--- src/rtl/epsm_pkg.sv ---
// ---------------------------------------------------------------------------
// epsm_pkg
// Shared constants and types for the EPSM write-capture front end.
//   EPSM_ADDR_HI : cpu_addr[13:2] pattern selecting $401C-$401F
//   ENTRY_W      : width of one queued {port, reg, data} entry
//   REG_*        : EPSM register indices of interest to the timer block
//   ENTRY_*      : bit offsets of the entry fields inside a flat vector
// ---------------------------------------------------------------------------
package epsm_pkg;

  localparam logic [11:0] EPSM_ADDR_HI = 12'h007;

  localparam int ENTRY_W        = 17;
  localparam int ENTRY_PORT_BIT = 16;
  localparam int ENTRY_REG_LSB  = 8;
  localparam int ENTRY_DATA_LSB = 0;

  localparam logic [7:0] REG_24 = 8'h24;
  localparam logic [7:0] REG_25 = 8'h25;
  localparam logic [7:0] REG_26 = 8'h26;
  localparam logic [7:0] REG_27 = 8'h27;
  localparam logic [7:0] REG_29 = 8'h29;

  // Field order matches the ENTRY_* offsets above.
  typedef struct packed {
    logic       port;
    logic [7:0] regi;
    logic [7:0] data;
  } entry_t;

  function automatic entry_t make_entry(input logic port, input logic [7:0] regi,
                                        input logic [7:0] data);
    entry_t e;
    e.port = port;
    e.regi = regi;
    e.data = data;
    return e;
  endfunction

endpackage

--- src/rtl/epsm_fifo.sv ---
// ---------------------------------------------------------------------------
// epsm_fifo
// Synchronous FIFO of epsm_pkg::entry_t, DEPTH entries (power of two, >=2).
// Pointers carry one extra wrap bit so full and empty are told apart.
// The head is held in a register: it updates the clock after a push into an
// empty FIFO or after a pop, and keeps its last value while empty.
// Ports:
//   clk, rst   : clock, synchronous active-high reset
//   push       : write request; push_data is the entry
//   push_ok    : push accepted this clk (not full, or a pop happens too)
//   pop        : read request; ignored while empty
//   head       : registered head entry
//   empty      : no entries queued
// ---------------------------------------------------------------------------
module epsm_fifo
  import epsm_pkg::*;
#(
  parameter int DEPTH = 4
) (
  input  logic   clk,
  input  logic   rst,
  input  logic   push,
  input  entry_t push_data,
  output logic   push_ok,
  input  logic   pop,
  output entry_t head,
  output logic   empty
);

  localparam int AW = $clog2(DEPTH);
  localparam logic [AW:0] PTR_ONE = (AW + 1)'(1);

  logic [AW:0] wr_ptr_q, wr_ptr_d;
  logic [AW:0] rd_ptr_q, rd_ptr_d;
  entry_t      head_q, head_d;
  entry_t      mem_q [DEPTH];
  logic        full;
  logic        pop_ok;

  always_comb begin
    empty   = (wr_ptr_q == rd_ptr_q);
    full    = (wr_ptr_q[AW] != rd_ptr_q[AW]) && (wr_ptr_q[AW-1:0] == rd_ptr_q[AW-1:0]);
    pop_ok  = pop && !empty;
    // A pop in the same clk frees the slot, so a full FIFO still accepts.
    push_ok = push && (!full || pop_ok);

    wr_ptr_d = wr_ptr_q;
    rd_ptr_d = rd_ptr_q;
    if (push_ok) wr_ptr_d = wr_ptr_q + PTR_ONE;
    if (pop_ok)  rd_ptr_d = rd_ptr_q + PTR_ONE;

    head_d = head_q;
    if (wr_ptr_d != rd_ptr_d) begin
      // The entry being written becomes the head when it lands on rd_ptr_d.
      if (push_ok && (wr_ptr_q == rd_ptr_d)) head_d = push_data;
      else                                   head_d = mem_q[rd_ptr_d[AW-1:0]];
    end
  end

  always_ff @(posedge clk) begin
    if (rst) begin
      wr_ptr_q <= '0;
      rd_ptr_q <= '0;
      head_q   <= '0;
    end else begin
      // NOTE: state registers use non-blocking assignments so every flop
      // samples the values from before this edge.
      wr_ptr_q <= wr_ptr_d;
      rd_ptr_q <= rd_ptr_d;
      head_q   <= head_d;
    end
  end

  // NOTE: storage is deliberately not reset; pointers define which slots are
  // valid, and leaving the array reset-free lets it map onto plain RAM.
  always_ff @(posedge clk) begin
    if (push_ok) mem_q[wr_ptr_q[AW-1:0]] <= push_data;
  end

  assign head = head_q;

endmodule

--- src/rtl/epsm_wr_capture.sv ---
// ---------------------------------------------------------------------------
// epsm_wr_capture
// Snoops CPU writes to $401C-$401F in the clk domain. Address writes
// ($401C port 0, $401E port 1) latch a register index per port; data writes
// ($401D/$401F) queue {port, reg, data} into a FIFO drained via valid/ready.
// m2 is synchronised; the bus is sampled once m2 has been high for CAP_DLY
// clks, and the write commits on the synchronised m2 falling edge.
// Optional feature: define EPSM_OVF_CNT_EN to build the saturating drop
// counter on ovf_cnt; otherwise ovf_cnt is tied to 8'h00.
// Ports:
//   clk, rst           : 50 MHz clock, synchronous active-high reset
//   m2, cpu_ce, cpu_rw : CPU M2 (async), /ROMSEL (active low), R/W (1 = read)
//   cpu_addr, cpu_dat  : CPU A14..A0 and data bus
//   out_valid/out_ready: FIFO head handshake
//   out_port/reg/data  : head entry fields
//   ovf, ovf_clr       : sticky drop flag and its clear
//   ovf_cnt            : saturating drop count
// ---------------------------------------------------------------------------
module epsm_wr_capture
  import epsm_pkg::*;
#(
  parameter int FIFO_DEPTH = 4,
  parameter int CAP_DLY    = 6
) (
  input  logic        clk,
  input  logic        rst,
  input  logic        m2,
  input  logic        cpu_ce,
  input  logic        cpu_rw,
  input  logic [14:0] cpu_addr,
  input  logic [7:0]  cpu_dat,
  output logic        out_valid,
  input  logic        out_ready,
  output logic        out_port,
  output logic [7:0]  out_reg,
  output logic [7:0]  out_data,
  output logic        ovf,
  input  logic        ovf_clr,
  output logic [7:0]  ovf_cnt
);

  localparam logic [7:0] CAP_CNT = 8'(CAP_DLY);

  logic       m2_meta_q, m2_s_q, m2_prev_q;
  logic [1:0] sync_vld_q, sync_vld_d;
  logic       armed_q, armed_d;
  logic [7:0] hi_cnt_q, hi_cnt_d;
  logic [1:0] samp_addr_q, samp_addr_d;
  logic [7:0] samp_dat_q, samp_dat_d;
  logic       samp_hit_q, samp_hit_d;
  logic [7:0] areg_q [2];
  logic [7:0] areg_d [2];
  logic       ovf_q, ovf_d;

  logic   hit;
  logic   m2_fall;
  logic   push;
  logic   push_ok;
  logic   drop;
  logic   fifo_empty;
  entry_t push_entry;
  entry_t head;

  always_comb begin
    hit     = armed_q && !cpu_rw && cpu_ce && cpu_addr[14] && (cpu_addr[13:2] == EPSM_ADDR_HI);
    m2_fall = m2_prev_q && !m2_s_q;

    // sync_vld marks when m2_s reflects the real pin after reset; arming on
    // the reset-zeroed chain would let a high phase in progress at reset
    // look like a fresh cycle.
    sync_vld_d = {sync_vld_q[0], 1'b1};
    armed_d    = armed_q || (sync_vld_q[1] && !m2_s_q);

    hi_cnt_d = 8'h00;
    if (m2_s_q) hi_cnt_d = (hi_cnt_q == 8'hFF) ? hi_cnt_q : hi_cnt_q + 8'h01;

    samp_addr_d = samp_addr_q;
    samp_dat_d  = samp_dat_q;
    samp_hit_d  = samp_hit_q;
    if (m2_s_q && (hi_cnt_q == CAP_CNT)) begin
      samp_addr_d = cpu_addr[1:0];
      samp_dat_d  = cpu_dat;
      samp_hit_d  = hit;
    end

    areg_d     = areg_q;
    push       = 1'b0;
    push_entry = make_entry(samp_addr_q[1], areg_q[samp_addr_q[1]], samp_dat_q);
    if (m2_fall) begin
      // Consume the sample so a following short phase cannot recommit it.
      samp_hit_d = 1'b0;
      if (samp_hit_q) begin
        if (!samp_addr_q[0]) areg_d[samp_addr_q[1]] = samp_dat_q;
        else                 push = 1'b1;
      end
    end

    drop  = push && !push_ok;
    ovf_d = ovf_q;
    if (ovf_clr) ovf_d = 1'b0;
    if (drop)    ovf_d = 1'b1;
  end

  always_ff @(posedge clk) begin
    if (rst) begin
      m2_meta_q   <= 1'b0;
      m2_s_q      <= 1'b0;
      m2_prev_q   <= 1'b0;
      sync_vld_q  <= 2'b00;
      armed_q     <= 1'b0;
      hi_cnt_q    <= 8'h00;
      samp_addr_q <= 2'b00;
      samp_dat_q  <= 8'h00;
      samp_hit_q  <= 1'b0;
      areg_q[0]   <= 8'h00;
      areg_q[1]   <= 8'h00;
      ovf_q       <= 1'b0;
    end else begin
      m2_meta_q   <= m2;
      m2_s_q      <= m2_meta_q;
      m2_prev_q   <= m2_s_q;
      sync_vld_q  <= sync_vld_d;
      armed_q     <= armed_d;
      hi_cnt_q    <= hi_cnt_d;
      samp_addr_q <= samp_addr_d;
      samp_dat_q  <= samp_dat_d;
      samp_hit_q  <= samp_hit_d;
      areg_q[0]   <= areg_d[0];
      areg_q[1]   <= areg_d[1];
      ovf_q       <= ovf_d;
    end
  end

`ifdef EPSM_OVF_CNT_EN
  logic [7:0] ovf_cnt_q, ovf_cnt_d;

  always_comb begin
    ovf_cnt_d = ovf_cnt_q;
    if (ovf_clr) ovf_cnt_d = 8'h00;
    if (drop && (ovf_cnt_d != 8'hFF)) ovf_cnt_d = ovf_cnt_d + 8'h01;
  end

  always_ff @(posedge clk) begin
    if (rst) ovf_cnt_q <= 8'h00;
    else     ovf_cnt_q <= ovf_cnt_d;
  end

  assign ovf_cnt = ovf_cnt_q;
`else
  assign ovf_cnt = 8'h00;
`endif

  epsm_fifo #(
    .DEPTH (FIFO_DEPTH)
  ) u_fifo (
    .clk       (clk),
    .rst       (rst),
    .push      (push),
    .push_data (push_entry),
    .push_ok   (push_ok),
    .pop       (out_ready),
    .head      (head),
    .empty     (fifo_empty)
  );

  assign out_valid = !fifo_empty;
  assign out_port  = head.port;
  assign out_reg   = head.regi;
  assign out_data  = head.data;
  assign ovf       = ovf_q;

endmodule

--- config.mk ---
export PLATFORM = sky130hd
export DESIGN_NAME = epsm_wr_capture
export DESIGN_NICKNAME = d
export VERILOG_FILES = /design/src/rtl/epsm_pkg.sv /design/src/rtl/epsm_fifo.sv /design/src/rtl/epsm_wr_capture.sv
export SDC_FILE = /design/constraint.sdc
export NUM_CORES = 1
export LEC_CHECK = 0
export ABC_AREA = 1
export BUFFER_PORTS_ARGS = -buffer_cell sky130_fd_sc_hd__buf_2
export CAP_MARGIN = 20
export CORE_MARGIN = 2
export CORE_UTILIZATION = 59
export CTS_CLUSTER_SIZE = 20
export DETAILED_ROUTE_END_ITERATION = 8
export PLACE_DENSITY = 0.79
export SYNTH_ARGS = -nofsm -noshare
export SYNTH_HDL_FRONTEND = slang
export SYNTH_SLANG_ARGS = --single-unit
--- constraint.sdc ---
create_clock -name clk -period 2.1 [get_ports clk]
set_input_delay 0 -clock clk [delete_from_list [all_inputs] [get_ports clk]]
set_output_delay 0 -clock clk [all_outputs]
set_load 0.01 [all_outputs]
==> results of run 1 <==
[state kept, by name, indices dropped and copies added (netlist names), 2 cells and up]
| name | flops |
|---|---|
| u_fifo.mem_q | 68 |
| u_fifo.head | 17 |
| areg_q | 16 |
| hi_cnt_q | 8 |
| samp_dat_q | 8 |
| u_fifo.rd_ptr_q | 3 |
| u_fifo.wr_ptr_q | 3 |
| samp_addr_q | 2 |
| sync_vld_q | 2 |
[stage by stage]
stage / hold WS (ns) / worst slack, ns / instance area, sq um / setup TNS, ns / util [%]
finish: 0.259 / 0.161 / 7420 / 0 / 72.2
global route: 0.280 / -0.00487 / 7420 / -0.00487 / 72.2
CTS: 0.242 / 0.0404 / 7350 / 0 / 71.5
detailed placement: 0.222 / 0.0499 / 6620 / 0 / 64.4
global placement: 0.213 / 0.0925 / 6620 / 0 / 64.4
floorplan: 0.107 / 0.157 / 6260 / 0 / -
[repair_timing]
| action | 4_1_cts | 5_1_grt |
|---|---|---|
| buffers inserted | 0 | 1 |
| setup endpoints to repair | 0 | 18 |
| hold buffers | 19 | 0 |
| resized for setup | 0 | 12 |
| endpoints found under the hold margin | 30 | 0 |
[logic make-up after synthesis]
logic type               count (synthesis)  share of synthesized area, %
adder cells (fa/ha/maj)                  7                          1.40
flip-flops                             133                          53.6
AO/OA/AOI/OAI                           62                          5.14
other                                    1                        0.0601
XOR/XNOR                                 5                          1.00
buffers and inverters                  150                          10.3
AND/OR/NAND/NOR                        392                          28.5
[area by class of cell]
class / count / area [sq um]
sequential: 133 / 3350
tap: 136 / 170
clock buffer: 24 / 492
fill: 753 / 2850
clock inverter: 8 / 50.0
multi-input combinational: 474 / 2300
inverter: 115 / 432
timing repair buffer: 87 / 634
[worst max-delay path by stage]
stage                     cells past startpoint                  to  slack (ns)                from
after global routing                         15     u_fifo.head[16]      -0.005  u_fifo.wr_ptr_q[0]
after floorplan                               7  u_fifo.mem_q[0][0]        0.16  u_fifo.wr_ptr_q[1]
after CTS                                    15     u_fifo.head[16]        0.04  u_fifo.wr_ptr_q[1]
after detailed placement                     15     u_fifo.head[16]        0.05  u_fifo.wr_ptr_q[1]
after global placement                       15     u_fifo.head[12]        0.09  u_fifo.wr_ptr_q[1]
final                                        13     u_fifo.head[16]        0.16  u_fifo.wr_ptr_q[1]
[worst reg2reg max path: stages, from the launching register on]
cell and delay (ns):
dfxtp_2 0.40, inv_2 0.10, nand2_1 0.07, nand2_1 0.08, nor2_4 0.12, nand2_4 0.09, nand2_4 0.12, nand2_2 0.07
nand2_2 0.11, xor2_4 0.23, buf_4 0.24, nand3b_1 0.10, nand2_1 0.07, nor2_1 0.05
[cell usage after synthesis, types with 11 or more instances]
cell type	number	area, sq um
clkbuf_1	11	41.3
buf_4	12	90.1
inv_1	109	409
nand2_1	199	747
a21oi_1	27	135
nand3b_1	19	143
nor2_1	71	267
edfxtp_1	68	2040
dfxtp_1	65	1300
nand3_1	71	355
o21ai_0	31	155
[power groups by stage]
| stage | Sequential, mW | Combinational, mW | Clock [mW] |
|---|---|---|---|
| 2_1_floorplan | 3.08 | 3.14 | 0 |
| 3_3_place_gp | 3.03 | 4.15 | 0 |
| 3_5_place_dp | 3.03 | 4.25 | 0 |
| 4_1_cts | 2.98 | 4.34 | 2.69 |
| 5_1_grt | 3.00 | 5.18 | 2.81 |
| 6_report | 2.98 | 4.60 | 2.66 |
[routing by layer]
| metal | GRT usage, % | part of all wire (%) | vias to the layer above | wire length (um) |
|---|---|---|---|---|
| met5 | 0 | 0 | - | 0 |
| met4 | 10.9 | 1.8 | 0 | 248 |
| met3 | 5.59 | 8.9 | 33 | 1230 |
| met2 | 42.6 | 48 | 228 | 6590 |
| met1 | 33.6 | 42 | 2253 | 5800 |
| li1 | - | - | 2510 | - |
==> qor.csv, run 1 <==
stage,metric,value,unit
hold_path,hold_depth,4,
cts,cts_buffer_depth,2,
layout,final_nets,865,
detailed_routing,dr.first_iter.drc_count,366,
hold_path,hold_class,in2reg,
power_and_ir_drop,powerDensity,1380,mW/mm^2
detailed_routing,vias,5024,
timing,max_slew_margin,43.3,%
power_and_ir_drop,p_leak,3.41,nW
outcome,status,completed,
yosys,async_flop_share,0,%
detailed_routing,viasPerCell,5.14,
detailed_routing,wl,13900,um
placement,post-dp-hpwl,8970,um
timing,layout_min_cycle_time,1.94,ns
worst_setup_path,crit_top_cell,nand2_1,
worst_setup_path,crit_required,2.52,ns
worst_setup_path,critPathLaunchType,register,
detailed_routing,wl_per_cell,14.2,um
worst_setup_path,r2r-end,u_fifo.head[16],
cts,htreeDepth,4,
global_route,grt_pass1_wl,22900,um
yosys,synth-edff-count,68,
placement,gp_congestion,0.931,
cts,clock_latency,0.53,ns
flow_run,maxCapViolations,0,
power_and_ir_drop,swShare,39.2,%
layout,area_delta_synth_final,19.1,%
die,row_count,37,
timing,setup_viol,0,
global_route,grt_max_degree,36,
layout,layout-drive-gt1-share,15.8,%
worst_setup_path,critPathMaxFanout,14,
placement,portBuffers,48,
die,core,0.0103,sq mm
global_route,grt_pass1_vias,4928,
cts,cts_tree,yes,
layout,mostFrequentLayoutCells,"nand2_1, inv_1, nor2_1, nand3_1, edfxtp_1",
cts,cts.sinks,133,
die,io-pin-count,57,
worst_setup_path,cp.arrival,2.36,ns
cts,root_buffer,clkbuf_8,
yosys,synth_area_per_cell,8.31,sq um
power_and_ir_drop,p_comb_share,44.9,%
hold_path,min_to,samp_dat_q[6],
detailed_routing,drc,0,
cts,numCtsBuffers,17,
yosys,yosysUniqueCellTypes,33,
yosys,netlist_area,0.00623,sq mm
worst_setup_path,critPathTopFamily,simple AND/OR/NAND/NOR gates,
timing,slew_viol_final,0,
timing,clock_skew,0.00878,ns
layout,fin_cells,977,
global_route,grt_util_all_layers,26.0,%
yosys,ys_ff_latch,133,
power_and_ir_drop,power_frac_seq,29.1,%
placement,dp.cells,924,
global_route,grt_antenna_before_repair,0,
power_and_ir_drop,switching_power,4.02,mW
worst_setup_path,path_cells,inv_2 -> nand2_1 -> nand2_1 -> nor2_4 -> nand2_4 -> nand2_4 -> nand2_2 -> nand2_2 -> xor2_4 -> buf_4 -> nand3b_1 -> nand2_1 -> nor2_1,
worst_setup_path,rr_startpoint,u_fifo.wr_ptr_q[1],
detailed_routing,ant_nets,0,
die,die_area,0.0114,sq mm
worst_setup_path,cpPeakStageDelay,0.40,ns
timing,timing.final.crit_share,92.3,%
worst_setup_path,worstSetupEndpointType,register,
yosys,seq_area_frac_synth,53.6,%
power_and_ir_drop,ir_worst_vdd,892,uV
worst_setup_path,cp_slowest_cell,dfxtp_2,
power_and_ir_drop,p_total,10.2,mW
timing,fmax,0.516,GHz
worst_setup_path,worst-path-buf-inv,2,
die,dieWidth,107,um
layout,num_antenna_cells,0,
yosys,yosysWarnings,0,
worst_setup_path,r2r_slack,0.16,ns
timing,hold_viol,0,
detailed_routing,dr.pass1.iters,7,
die,initial_core_util,60.7,%
layout,final_common_cell,nand2_1,
global_route,grt_overflow,0,
yosys,synthFlopType,edfxtp_1,
worst_setup_path,worst-r2r-cell-count,13,
power_and_ir_drop,internal-power,6.22,mW
die,die_y,107,um
worst_setup_path,crit_type,reg2reg,
cts,clk_pin_slew_worst_paths,0.06,ns
power_and_ir_drop,power.share.clock,25.9,%
yosys,synth_cells,750,
timing,tightestPinTransition,0.842,ns
hold_path,min-delay-start,cpu_dat[6],
No activity file was read; power rests on OpenSTA's default activity.
==> run 2, diff against run 1 <==
- ABC_AREA: 1 -> unset
==> run 2 against run 1 <==
Clock power down 2%. Synthesized area fell by 3.0%. Critical path depth down 5. Sequential power is 9.1% lower. Total power fell by 47%. Critical endpoint unchanged. Count of clock-buffer cells in the layout down 5. Maximum frequency decreased by 11%. Worst hold slack lost 0.0060 ns. Sequential cell count stayed put. Synthesized cell count is 38% lower. Clock skew about the same. Global-route usage up 1.4 points. The run now ends with setup timing left.
==> qor.csv, run 2 <==
stage,metric,value,unit,change
worst_setup_path,cpPeakStageDelay,0.40,ns,about the same
outcome,violations,setup timing,,
die,initial_core_util,61.3,%,+0.66 points
placement,dp.cells,669,,-28%
worst_setup_path,critPathTopFamily,compound AO/OA/AOI/OAI gates,,
cts,cts_tree,yes,,
cts,root_buffer,clkbuf_8,,
layout,ff_latch_area,0.00336,sq mm,+0.34%
layout,area_delta_synth_final,28.7,%,
cts,cts_buffer_depth,2,,unchanged
die,core,0.00986,sq mm,-4.0%
detailed_routing,viasPerCell,5.93,,+15%
placement,portBuffers,48,,unchanged
worst_setup_path,r2r-end,u_fifo.head[16],,
flow_run,maxCapViolations,0,,unchanged
layout,layout-drive-gt1-share,35.7,%,+20 points
placement,gp_congestion,0.868,,-6.7%
layout,fillerInstances,546,,-27%
timing,hold_viol,0,,unchanged
power_and_ir_drop,swShare,20.6,%,-19 points
yosys,synth_cells,464,,-38%
worst_setup_path,crit_type,reg2reg,,
power_and_ir_drop,power.share.clock,48.0,%,+22 points
detailed_routing,ant_nets,0,,unchanged
yosys,async_flop_share,0,%,unchanged
layout,multi_input_area,0.00275,sq mm,+20%
yosys,synthFlopType,edfxtp_1,,
timing,rsz0062_at_grt,yes,,
die,dieWidth,105,um,-1.4%
worst_setup_path,worstSetupEndpointType,register,,
yosys,ys_ff_latch,133,,unchanged
detailed_routing,dr.first_iter.drc_count,329,,-10%
global_route,grt_overflow,0,,unchanged
layout,final_util,78.9,%,+6.7 points
timing,setup_ws,-0.0817,ns,-0.243 ns
cts,cts.sinks,133,,unchanged
timing,timing.final.crit_share,104,%,+12 points
detailed_routing,dr.pass1.iters,4,,-3
worst_setup_path,cp.arrival,2.60,ns,+0.24 ns
worst_setup_path,path_cells,xor2_4 -> buf_12 -> o41a_1 -> buf_4 -> nor3_4 -> buf_6 -> a22oi_2 -> a311oi_1,,
die,row_count,36,,-2.7%
yosys,synth_area_per_cell,13.0,sq um,+57%
yosys,yosys.area.top_type,edfxtp_1,,
worst_setup_path,worst-path-buf-inv,3,,+1
timing,max_slew_margin,61.9,%,+19 points
detailed_routing,wl,14700,um,+6.1%
power_and_ir_drop,p_comb_share,1.9,%,-43 points
outcome,status,finished with violations,,
detailed_routing,wl_per_cell,20.2,um,+42%
worst_setup_path,cp_slowest_cell,o41a_1,,
worst_setup_path,critPathMaxFanout,10,,-4
die,io-pin-count,57,,unchanged
timing,tns,-0.663,ns,-0.663 ns
layout,fin_cells,729,,-25%
global_route,grt_antenna_before_repair,0,,unchanged
worst_setup_path,r2r_slack,-0.08,ns,-0.24 ns
power_and_ir_drop,switching_power,1.11,mW,-72%
timing,setup_viol,17,,+17
timing,tightestPinTransition,0.570,ns,-0.272 ns
yosys,yosysTopAreaCellShare,33.8,%,+1.0 points
power_and_ir_drop,p_leak,3.03,nW,-11%
yosys,yosysUniqueCellTypes,54,,+64%
cts,numCtsBuffers,17,,unchanged
power_and_ir_drop,internal-power,4.29,mW,-31%
cts,htreeDepth,4,,unchanged
yosys,synth-edff-count,68,,unchanged
power_and_ir_drop,ir_worst_vdd,558,uV,-37%
die,die_area,0.0111,sq mm,-2.9%
worst_setup_path,worst-r2r-cell-count,8,,-5
detailed_routing,vias,4326,,-14%
hold_path,min_to,u_fifo.rd_ptr_q[2],,
timing,fmax,0.458,GHz,-11%
worst_setup_path,critPathLaunchType,register,,
layout,num_antenna_cells,0,,unchanged
hold_path,min-delay-start,out_ready,,
layout,final_common_cell,edfxtp_1,,
global_route,grt_util_all_layers,27.4,%,+1.4 points
global_route,grt_pass1_wl,23000,um,+0.42%
power_and_ir_drop,powerDensity,694,mW/mm^2,-50%
worst_setup_path,crit_required,2.52,ns,about the same
timing,layout_min_cycle_time,2.18,ns,+0.243 ns
timing,slew_viol_final,0,,unchanged
layout,largest_reg_flops,68,,unchanged
global_route,grt_max_degree,44,,+22%
layout,mostFrequentLayoutCells,"edfxtp_1, nor2_1, dfxtp_1",,
cts,clock_latency,0.52,ns,about the same
hold_path,hold_class,in2reg,,
yosys,seq_area_frac_synth,55.3,%,+1.6 points
timing,clock_skew,0.00909,ns,+0.000311 ns
worst_setup_path,rr_startpoint,u_fifo.rd_ptr_q[0],,
layout,final_nets,620,,-28%
yosys,netlist_area,0.00605,sq mm,-3.0%
yosys,synth_area_leaders,"edfxtp_1, dfxtp_1, mux2i_1",,
die,die_y,105,um,-1.4%
hold_path,hold_depth,5,,+1
placement,post-dp-hpwl,8690,um,-3.2%
yosys,synth_commonest_cells,"edfxtp_1, nor2_1, dfxtp_1",,
detailed_routing,drc,0,,unchanged
yosys,yosysWarnings,0,,unchanged
global_route,grt_pass1_vias,4483,,-9.0%
power_and_ir_drop,power_frac_seq,50.1,%,+21 points
cts,clk_pin_slew_worst_paths,0.06,ns,about the same
-- run 2: cell types whose count changed after synthesis, moves of 10 or more --
| cell | delta |
|---|---|
| nand3_1 | -62 |
| mux2i_1 | +36 |
| nand3b_1 | -19 |
| a21oi_1 | -22 |
| mux4_2 | +10 |
| nand2_1 | -188 |
| nand2b_1 | +12 |
| mux2_2 | +31 |
| inv_1 | -100 |
| o21ai_0 | -27 |
-- run 2: kinds of logic after synthesis --
logic type	count (synthesis)	synth area share, %
DFF	133	55.3
adders and majority gates	7	1.45
buffers and inverters	39	3.76
other	1	0.0620
AOI/OAI and AO/OA	51	7.53
and+or+nand+nor	133	10.5
muxes	86	18.6
xor gates and xnor gates	14	2.81
-- run 2: worst max path at each step --
stage,start,endpoint,slack [ns],cells past startpoint
floorplan,u_fifo.rd_ptr_q[0],u_fifo.head[14],-0.11,9
global placement,u_fifo.wr_ptr_q[0],u_fifo.head[15],-0.009,8
detailed placement,u_fifo.wr_ptr_q[0],u_fifo.head[10],-0.12,8
CTS,u_fifo.rd_ptr_q[0],u_fifo.head[4],-0.05,7
global route,u_fifo.rd_ptr_q[2],u_fifo.head[2],-0.15,9
finish,u_fifo.rd_ptr_q[0],u_fifo.head[16],-0.08,8
-- run 2: power groups by stage --
stage	combinational (mW)	sequential [mW]	clock (mW)
2_1_floorplan	0.0449	2.77	0
3_3_place_gp	0.0658	2.77	0
3_5_place_dp	0.0682	2.77	0
4_1_cts	0.0948	2.71	2.60
5_1_grt	0.108	2.71	2.73
6_report	0.101	2.71	2.60
-- run 2: worst register-to-register path, cell delays in order (launching register included) --
cell and delay (ns):
dfxtp_4 0.38, xor2_4 0.21, buf_12 0.15, o41a_1 0.40
buf_4 0.18, nor3_4 0.23, buf_6 0.19, a22oi_2 0.07
a311oi_1 0.29
-- run 2: per-layer routing --
| metal | track usage [%] | share of wire (%) |
|---|---|---|
| met2 | 45.9 | 51 |
| met5 | 0 | 0 |
| met1 | 33.2 | 40 |
| met3 | 7.24 | 7.1 |
| met4 | 12.6 | 2.7 |
-- run 2: cell type report --
cell class                 count  area share (%)
tap                          133            2.14
inverter                       9           0.434
multi-input combinational    299            35.3
clock buffer                  19            5.41
clock inverter                13            1.17
timing repair buffer         123            12.4
sequential                   133            43.2
-- run 2: stage by stage --
step | power, mW | cell area (sq um) | setup WS (ns) | hold slack [ns]
global placement | 2.83 | 6870 | -0.00885 | 0.207
finish | 5.41 | 7790 | -0.0817 | 0.253
global route | 5.54 | 7790 | -0.154 | 0.248
detailed placement | 2.83 | 6870 | -0.122 | 0.216
CTS | 5.41 | 7680 | -0.0536 | 0.222
floorplan | 2.81 | 6240 | -0.108 | 0.128
-- run 2: what timing repair did --
action	4_1_cts	5_1_grt
cloned	0	1
hold buffers	24	0
gates resized for setup	17	17
buffers inserted	0	3
pin swaps	3	6
setup endpoints to repair	68	88
hold endpoints to repair	20	0
==> run 3, diff against run 2 <==
- CORE_MARGIN: 2 -> unset
- REMOVE_ABC_BUFFERS: unset -> 1
==> run 3 against run 2 <==
The run still ends with setup timing left. First-iteration DRC count is 19% higher. Clock skew barely moved. Sequential cell count is the same. Design area rose by 6.1%. Cell count rose by 3.0%. Sequential power barely moved. Critical path depth up 2. Count of clock-buffer cells in the layout did not move. Clock power grew 12%. Largest power group is now clock. Highest routed layer unchanged.
==> qor.csv, run 3 (same netlist as run 2, synthesis figures left out) <==
stage,metric,value,unit,change
timing,tns,-2.98,ns,-2.32 ns
cts,cts_tree,yes,,
cts,cts_buffer_depth,2,,unchanged
timing,fmax,0.423,GHz,-7.7%
power_and_ir_drop,powerDensity,693,mW/mm^2,-0.21%
global_route,met2_usage,58.4,%,+13 points
detailed_routing,dr.first_iter.drc_count,391,,+19%
worst_setup_path,worst-r2r-cell-count,10,,+2
worst_setup_path,rr_startpoint,u_fifo.rd_ptr_q[0],,
timing,clock_skew,0.00947,ns,+0.000378 ns
die,initial_core_util,61.3,%,unchanged
hold_path,hold_depth,4,,-1
die,dieWidth,103,um,-1.9%
layout,final_common_cell,edfxtp_1,,
outcome,status,finished with violations,,
worst_setup_path,worst-path-buf-inv,3,,unchanged
detailed_routing,dr.pass1.iters,5,,+1
detailed_routing,wl,18200,um,+24%
layout,mostFrequentLayoutCells,"edfxtp_1, nor2_1, dfxtp_1",,
worst_setup_path,path_cells,ha_4 -> buf_4 -> xnor2_2 -> nand3_1 -> o2bb2ai_2 -> o32ai_4 -> buf_6 -> buf_12 -> mux2i_1 -> nor2_1,,
layout,area_delta_synth_final,36.6,%,
hold_path,min-delay-start,out_ready,,
worst_setup_path,worstSetupEndpointType,register,,
detailed_routing,drc,0,,unchanged
flow_run,maxCapViolations,0,,unchanged
global_route,grt_pass1_wl,25500,um,+11%
die,core,0.00986,sq mm,unchanged
global_route,grt_util_all_layers,34.1,%,+6.7 points
timing,setup_viol,17,,unchanged
worst_setup_path,cp_slowest_cell,dfxtp_4,,
detailed_routing,ant_nets,0,,unchanged
timing,layout_min_cycle_time,2.36,ns,+0.183 ns
cts,cts.sinks,133,,unchanged
timing,slew_viol_final,0,,unchanged
detailed_routing,wl_per_cell,24.3,um,+20%
die,die_y,103,um,-1.9%
global_route,grt_busiest_layer,met2,,
worst_setup_path,cp.arrival,2.77,ns,+0.17 ns
power_and_ir_drop,p_total,5.72,mW,+5.9%
timing,setup_ws,-0.264,ns,-0.183 ns
cts,htreeDepth,4,,unchanged
layout,final_util,83.8,%,+4.8 points
global_route,grt_overflow,0,,unchanged
worst_setup_path,r2r_slack,-0.26,ns,-0.18 ns
cts,clock_latency,0.52,ns,about the same
placement,gp_congestion,0.833,,-4.1%
layout,fillerInstances,477,,-13%
detailed_routing,viasPerCell,6.26,,+5.4%
power_and_ir_drop,p_leak,3.22,nW,+6.2%
timing,tightestPinTransition,0.572,ns,+0.00197 ns
power_and_ir_drop,ir_worst_vdd,677,uV,+21%
worst_setup_path,r2r-end,u_fifo.head[8],,
global_route,gr-usage-met3,7.39,%,+0.16 points
detailed_routing,vias,4698,,+8.6%
global_route,use_met1,39.6,%,+6.4 points
placement,portBuffers,48,,unchanged
worst_setup_path,cpPeakStageDelay,0.45,ns,+0.05 ns
global_route,grt_max_degree,29,,-34%
layout,largest_reg_flops,68,,unchanged
worst_setup_path,critPathTopFamily,buffers and inverters,,
hold_path,hold_class,in2reg,,
timing,timing.final.crit_share,113,%,+8.7 points
placement,post-place-ws,-0.319,ns,-0.197 ns
worst_setup_path,crit_required,2.50,ns,-0.02 ns
timing,hold_viol,0,,unchanged
hold_path,min_to,ovf,,
global_route,grt_pass1_vias,4684,,+4.5%
global_route,grt_antenna_before_repair,0,,unchanged
die,die_area,0.0107,sq mm,-3.8%
outcome,violations,setup timing,,
worst_setup_path,critPathMaxFanout,7,,-3
cts,root_buffer,clkbuf_8,,
worst_setup_path,critPathLaunchType,register,,
layout,final_nets,642,,+3.5%
die,io-pin-count,57,,unchanged
layout,layout-drive-gt1-share,39.8,%,+4.1 points
timing,max_slew_margin,61.8,%,-0.13 points
die,row_count,36,,unchanged
worst_setup_path,crit_type,reg2reg,,
layout,num_antenna_cells,0,,unchanged
cts,numCtsBuffers,17,,unchanged
timing,rsz0062_at_grt,yes,,
cts,clk_pin_slew_worst_paths,0.06,ns,about the same
placement,post-dp-hpwl,8580,um,-1.3%
## run 3: cell types whose count changed in the layout (fill, tap and decap cells not counted), sizes merged
cell / previous run / this run
buf: 99 / 115
xor2: 5 / 6
clkinv: 11 / 9
clkbuf: 19 / 21
dlygate4sd3: 24 / 27
bufinv: 1 / 3
## run 3: worst max path at each step
stage                       start  slack, ns  cells after the start               to
2_1_floorplan  u_fifo.rd_ptr_q[0]      -0.97                      7  u_fifo.head[10]
4_1_cts        u_fifo.rd_ptr_q[0]      -0.12                      8   u_fifo.head[1]
3_5_place_dp   u_fifo.rd_ptr_q[0]      -0.32                      7   u_fifo.head[1]
6_report       u_fifo.rd_ptr_q[0]      -0.26                     10   u_fifo.head[8]
5_1_grt        u_fifo.rd_ptr_q[0]      -0.35                      9   u_fifo.head[8]
3_3_place_gp   u_fifo.rd_ptr_q[0]      -0.09                      8   u_fifo.head[9]
## run 3: worst min-delay path, delay by kind of cell
family | cells | cell delay [ns]
buffers and inverters | 1 | 0.27
AO/OA/AOI/OAI | 1 | 0.20
AND/OR/NAND/NOR | 2 | 0.22
## run 3: cell type report
class,count,area [sq um],area share [%]
Tap cell,133,166,2.01
Inverter,9,33.8,0.409
Timing Repair Buffer,144,1260,15.2
Sequential cell,133,3360,40.6
Clock inverter,13,138,1.67
Multi-Input combinational cell,300,2880,34.8
Clock buffer,19,432,5.22
## run 3: timing repair
action                                  4_1_cts  5_1_grt
hold buffers                                 28        0
resized for setup                            48       36
hold endpoints to repair                     30        0
pin swaps                                    12       16
gates cloned                                  4        2
endpoints found under the setup margin       85       25
setup buffers                                 6        9
## run 3: power breakdown
group          internal [mW]  leakage, nW  switching (mW)
clock network           1.81        0.281            1.10
registers               2.71         1.18         0.00344
logic                 0.0514         1.75          0.0534
total                   4.57         3.22            1.15
## run 3: metal layers
metal / share of wire, % / wire length, um / vias up
met5: 0 / 0 / -
met1: 37 / 6790 / 2313
met3: 8.1 / 1470 / 72
li1: - / - / 2004
met4: 5.5 / 1010 / 0
met2: 49 / 8960 / 309
## run 3: metrics by stage
| step | hold WS, ns | cells | instance area [sq um] |
|---|---|---|---|
| floorplan | 0.0716 | 441 | 5880 |
| global placement | 0.216 | 673 | 6780 |
| detailed placement | 0.212 | 673 | 6780 |
| CTS | 0.128 | 742 | 8010 |
| global route | 0.222 | 751 | 8260 |
| finish | 0.223 | 751 | 8260 |
